$ cat config.mk
export PLATFORM = sky130hd
export DESIGN_NAME = spi_control
export DESIGN_NICKNAME = d
export VERILOG_FILES = /design/src/rtl/spi_control.sv
export SDC_FILE = /design/constraint.sdc
export NUM_CORES = 1
export LEC_CHECK = 0
export CAP_MARGIN = 10
export CORE_ASPECT_RATIO = 1.5
export CORE_MARGIN = 2
export CORE_UTILIZATION = 60
export CTS_CLUSTER_SIZE = 14
export DETAILED_ROUTE_END_ITERATION = 10
export DONT_BUFFER_PORTS = 1
export PLACE_DENSITY = 0.79
export SETUP_SLACK_MARGIN = 0.4
export SYNTH_ARGS = -nofsm -noshare
export SYNTH_HDL_FRONTEND = slang
export SYNTH_SLANG_ARGS = --single-unit
$ cat constraint.sdc
create_clock -name i_clk -period 20.7 [get_ports i_clk]
set_input_delay 3.105 -clock i_clk [delete_from_list [all_inputs] [get_ports i_clk]]
set_output_delay 3.105 -clock i_clk [all_outputs]
set_load 0.005 [all_outputs]
$ cat src/rtl/spi_control.sv
// spi_control: SPI mode-0 slave giving a host read/write access to a
// register file of NREG words, CMD_W bits each. All SPI pins are
// oversampled in the i_clk domain. There is no SCLK clock domain.
//
// Ports:
//   i_clk  - system clock (48 MHz nominal)
//   i_rst  - asynchronous active-high reset
//   i_cs   - SPI chip select, active low
//   i_sclk - SPI clock, idle low (CPOL=0, CPHA=0)
//   i_mosi - data from host, MSB first
//   o_miso - data to host, MSB first, registered; 0 when not driving read data
//
// Command word: bit MSB = 1 for a read, 0 for a write. The low log2(NREG)
// bits are the start address. Following words stream with auto-increment.
//
// Build option: define SPI_CONTROL_ECHO_EN so that o_miso returns the
// previously captured MOSI bit during CMD and WR (1-bit-delayed echo).
module spi_control #(
  parameter int unsigned CMD_W = 16,
  parameter int unsigned NREG  = 16
) (
  input  logic i_clk,
  input  logic i_rst,
  input  logic i_cs,
  input  logic i_sclk,
  input  logic i_mosi,
  output logic o_miso
);

  localparam int unsigned AW = $clog2(NREG);
  localparam int unsigned CW = $clog2(CMD_W);

  typedef enum logic [1:0] {S_IDLE, S_CMD, S_RD, S_WR} state_t;

  state_t state, state_next;

  logic [1:0]        cs_s, sclk_s, mosi_s;
  logic              sclk_d;
  logic              cs_hi, sclk_rise, sclk_fall, mosi_bit;
  logic [CW-1:0]     bit_cnt;
  logic [CMD_W-2:0]  shift_in;
  logic [CMD_W-1:0]  shift_out;
  logic [CMD_W-1:0]  rx_word;
  logic [AW-1:0]     addr;
  logic [AW-1:0]     addr_inc;
  logic              armed;
  logic              wr_pend;
  logic [CMD_W-1:0]  wr_word;
  logic [CMD_W-1:0]  regs [NREG];

  // Two-stage synchronizers plus SCLK edge detector
  always_ff @(posedge i_clk or posedge i_rst) begin
    if (i_rst) begin
      cs_s   <= 2'b11;
      sclk_s <= 2'b00;
      mosi_s <= 2'b00;
      sclk_d <= 1'b0;
    end else begin
      cs_s   <= {cs_s[0], i_cs};
      sclk_s <= {sclk_s[0], i_sclk};
      mosi_s <= {mosi_s[0], i_mosi};
      sclk_d <= sclk_s[1];
    end
  end

  assign cs_hi     = cs_s[1];
  assign mosi_bit  = mosi_s[1];
  assign sclk_rise = sclk_s[1] & ~sclk_d;
  assign sclk_fall = ~sclk_s[1] & sclk_d;
  assign rx_word   = {shift_in, mosi_bit};
  assign addr_inc  = addr + AW'(1);

  // State register
  always_ff @(posedge i_clk or posedge i_rst) begin
    if (i_rst) state <= S_IDLE;
    else       state <= state_next;
  end

  // Next-state logic
  always_comb begin
    state_next = state;
    case (state)
      S_IDLE: if (!cs_hi) state_next = S_CMD;
      S_CMD: begin
        if (cs_hi) state_next = S_IDLE;
        else if (sclk_rise && bit_cnt == CW'(CMD_W - 1))
          state_next = rx_word[CMD_W-1] ? S_RD : S_WR;
      end
      S_RD, S_WR: if (cs_hi) state_next = S_IDLE;
      default: state_next = S_IDLE;
    endcase
  end

  // Datapath: shifting, address, register file and MISO
  always_ff @(posedge i_clk or posedge i_rst) begin
    if (i_rst) begin
      bit_cnt   <= '0;
      shift_in  <= '0;
      shift_out <= '0;
      addr      <= '0;
      armed     <= 1'b0;
      wr_pend   <= 1'b0;
      wr_word   <= '0;
      o_miso    <= 1'b0;
      for (int i = 0; i < int'(NREG); i++) regs[i] <= CMD_W'(32'hA500 + i);
    end else begin
      // A completed write word lands one cycle after its last rise
      wr_pend <= 1'b0;
      if (wr_pend) begin
        regs[addr] <= wr_word;
        addr       <= addr_inc;
      end

      if (cs_hi) begin
        bit_cnt  <= '0;
        shift_in <= '0;
        armed    <= 1'b0;
        o_miso   <= 1'b0;
      end else begin
        case (state)
          S_IDLE: begin
            bit_cnt <= '0;
            armed   <= 1'b0;
            o_miso  <= 1'b0;
          end
          S_CMD, S_WR: begin
            if (sclk_rise) begin
              shift_in <= rx_word[CMD_W-2:0];
              bit_cnt  <= bit_cnt + CW'(1);
              if (bit_cnt == CW'(CMD_W - 1)) begin
                bit_cnt <= '0;
                if (state == S_WR) begin
                  wr_pend <= 1'b1;
                  wr_word <= rx_word;
                end else begin
                  addr <= rx_word[AW-1:0];
                  if (rx_word[CMD_W-1]) begin
                    shift_out <= regs[rx_word[AW-1:0]];
                    o_miso    <= regs[rx_word[AW-1:0]][CMD_W-1];
                  end
                end
              end
            end
`ifdef SPI_CONTROL_ECHO_EN
            else if (sclk_fall) o_miso <= shift_in[0];
`endif
          end
          S_RD: begin
            // armed blocks the fall that trails the command's last rise,
            // so bit MSB stays on the line for the host's first sample
            if (sclk_rise) begin
              bit_cnt <= bit_cnt + CW'(1);
              armed   <= 1'b1;
            end else if (sclk_fall && armed) begin
              armed <= 1'b0;
              if (bit_cnt == '0) begin
                addr      <= addr_inc;
                shift_out <= regs[addr_inc];
                o_miso    <= regs[addr_inc][CMD_W-1];
              end else begin
                shift_out <= {shift_out[CMD_W-2:0], 1'b0};
                o_miso    <= shift_out[CMD_W-2];
              end
            end
          end
          default: o_miso <= 1'b0;
        endcase
      end
    end
  end

endmodule

==> summary.md <==
| Metric | Value |
|---|---|
| Total of hold buffers inserted after clock tree synthesis | 0 |
| Run status | finished clean |
| Synthesized cell area | 16,900 um^2 |
| Ordered list of cells on the worst path | inv_8, buf_12 |
| Worst min-delay path class | reg -> reg |
| Highest net fanout along the worst path | 190 |
| Static power due to leakage | 7.84 nW |
| Area used by sequential logic in the layout | 8190 um^2 |
| Most numerous cell in the Yosys netlist | mux2_2 |
| Share of post-route cells with drive strength above 1 | 52.3% |
| Area of the core | 27,900 um^2 |
| Worst hold stages | 0 |
| Hold slack | 0.356 ns |
| Tightest slew margin relative to the limit | 21.4% |
| Maximum operating frequency | 0.239 GHz |
| DRC violations left | 0 |
| Worst min-delay path endpoint | mosi_s[1] |
| Post-place setup slack | 15.86 ns |
| Fin Clk Skew | 0.0131 ns |
| Arr. time, crit path | 4.59 ns |
| Remaining global-route overflow | 0 |
| Total area of multi-input combinational cells | 8220 um^2 |
| NumNets Final | 1,131 |
| Count of standard-cell rows | 75 |
| Cell types occupying the most area after synthesis | dfrtp_1 (33%), mux2_2 (20%), dfstp_2 (15%) |
| Die Span X | 141 um |
| Routability Congestion | 0.807 |
| TritonCTS clock tree | yes |
| Worst r2r src | addr[0] |
| Utilization of the core after routing | 64.4% |
| CP Launch Type | input pin |
| Non-filler cells, final | 1,488 |
| Count of buffer and inverter cells on the critical path | 2 |
| Total track usage | 28.3% |
| Async set-or-reset flop fraction in the synthesized netlist | 100% |
| Wire length reported by the detailed router | 40.7 mm |
| Net count after synthesis | 1,176 |
| Total Negative Setup Slacks | 0 ns |
| Unique masters post-synth | 59 |
| Portion of the post-synthesis area used by sequential elements | 48.3% |
| Standard cell area after detailed placement | 17,100 um^2 |
| Number of primary I/O pins | 6 |
| Number of inserted diodes | 0 |
| Vias in the first global route | 10.7k |
| Total setup buffers inserted after CTS | 0 |
| Most used standard cells in the synthesized netlist | mux2_2 (303), dfrtp_1 (224), mux4_2 (114) |
| Input/output buffers | 0 |
| Clock tree sinks | 322 |
| Number of H-tree branching levels | 1 |
| PD cells | 67.7 nW/um^2 |
| Largest net degree at the start of global routing | 191 |
| Via count of the routed design | 10.4k |
| Area share of the largest cell type after synthesis | 33.1% |
| Initial standard-cell utilization of the core | 60.7% |
| Worst VDD drop | 0.0000579 V |
| Busiest layer in global routing | met2 |
| Number of hold violations in the final report | 0 |
| R2R cell count | 7 |
| Worst path top cell family by delay | buffers and inverters |
| DRT iter0 DRCs | 857 |
| Cell type of the slowest stage on the worst timing path | buf_12 |
| End of the worst register-to-register path | shift_out[4] |
| Register-to-register setup slack | 16.95 ns |
| Number of vias per cell | 6.96 |
| Most area-hungry cell type in the Yosys netlist | dfrtp_1 |
| Root buffer selected by CTS | clkbuf_16 |
| Max Cap Viol | 0 |
| Clk pin slew, worst setup/hold paths | 0.06 ns |
| Global-route met1 utilization | 35.5% |
| Met2 capacity usage during global routing | 47.0% |
| Count of endpoints failing setup in the final report | 0 |
| Filler Cell Count | 1,912 |
| Yosys warning count | 0 |
| Number of antenna violations at the first check in global routing | 0 |
| Final critical-path setup slack | 16.52 ns |
| Layout-stage area growth over the synthesis result | 6.09% |
| First-pass GRT wire length | 63.4 mm |
| Die area | 29,600 um^2 |
| Fraction of met3 tracks used by global routing | 3.83% |
| Setup repair after global routing missed its margin | false |
| DRT antenna net count | 0 |
| Instance count of the mapped netlist | 1,165 |
| Crit path time final | 4.18 ns |
| DPL Wire Length | 23.3 mm |
| Syn_area_per_cell | 14.5 um^2 |
| Most used flip-flop cell after synthesis | dfrtp_1 |
| Chip Height | 210 um |
| Req. time, crit path | 21.11 ns |
| Sort of element at the end of the critical path | asynchronous set/reset pin |
| Setup Crit Path Kind | in -> async |
| Maximum buffer depth of the clock tree | 3 |
| Number of enable-type register cells in the synthesized netlist | 0 |
| Number of buffers created by CTS | 29 |
| Critical path's largest stage delay | 0.68 ns |
| Final std cell area, no fill | 18,000 um^2 |
| Flip-flop and latch count after synthesis | 322 |
| Transition time at the pin with the least slew margin | 1.18 ns |
| Hold Crit Start | mosi_s[0] |
| Power consumption | 1.22 mW |
| Routed len/inst | 27.4 um |
| Number of gates resized after cts | 0 |
| Placed insts | 1,435 |
| Source-to-sink clock delay at the later pin of the worst-skew pair | 0.56 ns |
| Number of optimization iterations in the first detailed-route pass | 5 |
| Number of pins with negative max-slew slack in the final report | 0 |
| Final clock period utilization by the worst path | 20.2% |
[cell type report]
cell class / instances / share of cell area [%]
sequential: 322 / 45.6
inverter: 13 / 0.314
clock inverter: 6 / 0.167
timing repair buffer: 21 / 0.947
clock buffer: 47 / 4.81
tap: 346 / 2.41
multi-input combinational: 733 / 45.7
[kinds of logic after synthesis]
| group | count (synthesis) | share of synthesized area, % |
|---|---|---|
| flip-flops | 322 | 48.3 |
| AO/OA/AOI/OAI | 102 | 4.40 |
| XOR/XNOR | 8 | 0.458 |
| adder cells (fa/ha/maj) | 6 | 0.443 |
| multiplexers | 479 | 39.2 |
| buffers and inverters | 110 | 3.39 |
| AND/OR/NAND/NOR | 138 | 3.81 |
[placed cells by master, fill, tap and decap left out, types with 2 or more instances in the layout]
cell / count
mux2_2: 303
dfrtp_1: 221
mux4_2: 114
dfstp_2: 98
nand2_1: 73
mux2i_1: 60
clkbuf_16: 29
a21oi_1: 22
nor2_1: 21
buf_4: 20
a22oi_1: 19
a31oi_1: 14
a221o_1: 12
o221ai_1: 12
clkbuf_1: 11
inv_1: 10
o21ai_0: 7
nand3_1: 7
clkbuf_8: 7
clkinv_2: 6
xor2_1: 5
ha_1: 5
nor3b_1: 4
nor3_1: 4
nor3_4: 3
nand2b_1: 3
nand4_1: 3
and2_1: 3
nor2_2: 3
dfrtp_4: 3
nor2b_1: 2
a2bb2oi_1: 2
xnor2_1: 2
o211ai_1: 2
o31ai_1: 2
mux4_1: 2
or2_0: 2
[layer usage]
metal	part of all wire, %	up-vias
met1	37	5496
met2	50	380
met4	6.5	0
met5	0	-
met3	5.7	149
li1	-	4328
[registers in the layout (all words and copies together), names as in the netlist]
signal	count
armed	1
addr	4
cs_s	2
bit_cnt	4
sclk_d	1
wr_pend	1
shift_out	15
mosi_s	2
regs	256
state	2
sclk_s	2
shift_in	15
wr_word	16
o_miso	1
[power by group]
part	internal (mW)	leakage (nW)	total [mW]	switching, mW
Sequential	0.632	4.11	0.641	0.00822
Combinational	0.0221	3.28	0.0650	0.0429
Clock	0.283	0.444	0.510	0.227
[worst max path at each step]
stage / from / end / slack, ns / cells after the start
CTS: i_rst / mosi_s[1] / 16.46 / 2
global placement: i_rst / mosi_s[1] / 15.88 / 2
finish: i_rst / mosi_s[1] / 16.52 / 2
detailed placement: i_rst / mosi_s[1] / 15.86 / 2
floorplan: i_rst / addr[0] / 8.84 / 1
global route: i_rst / mosi_s[1] / 16.19 / 2
Note: power is estimated with default switching activity, not from simulation.
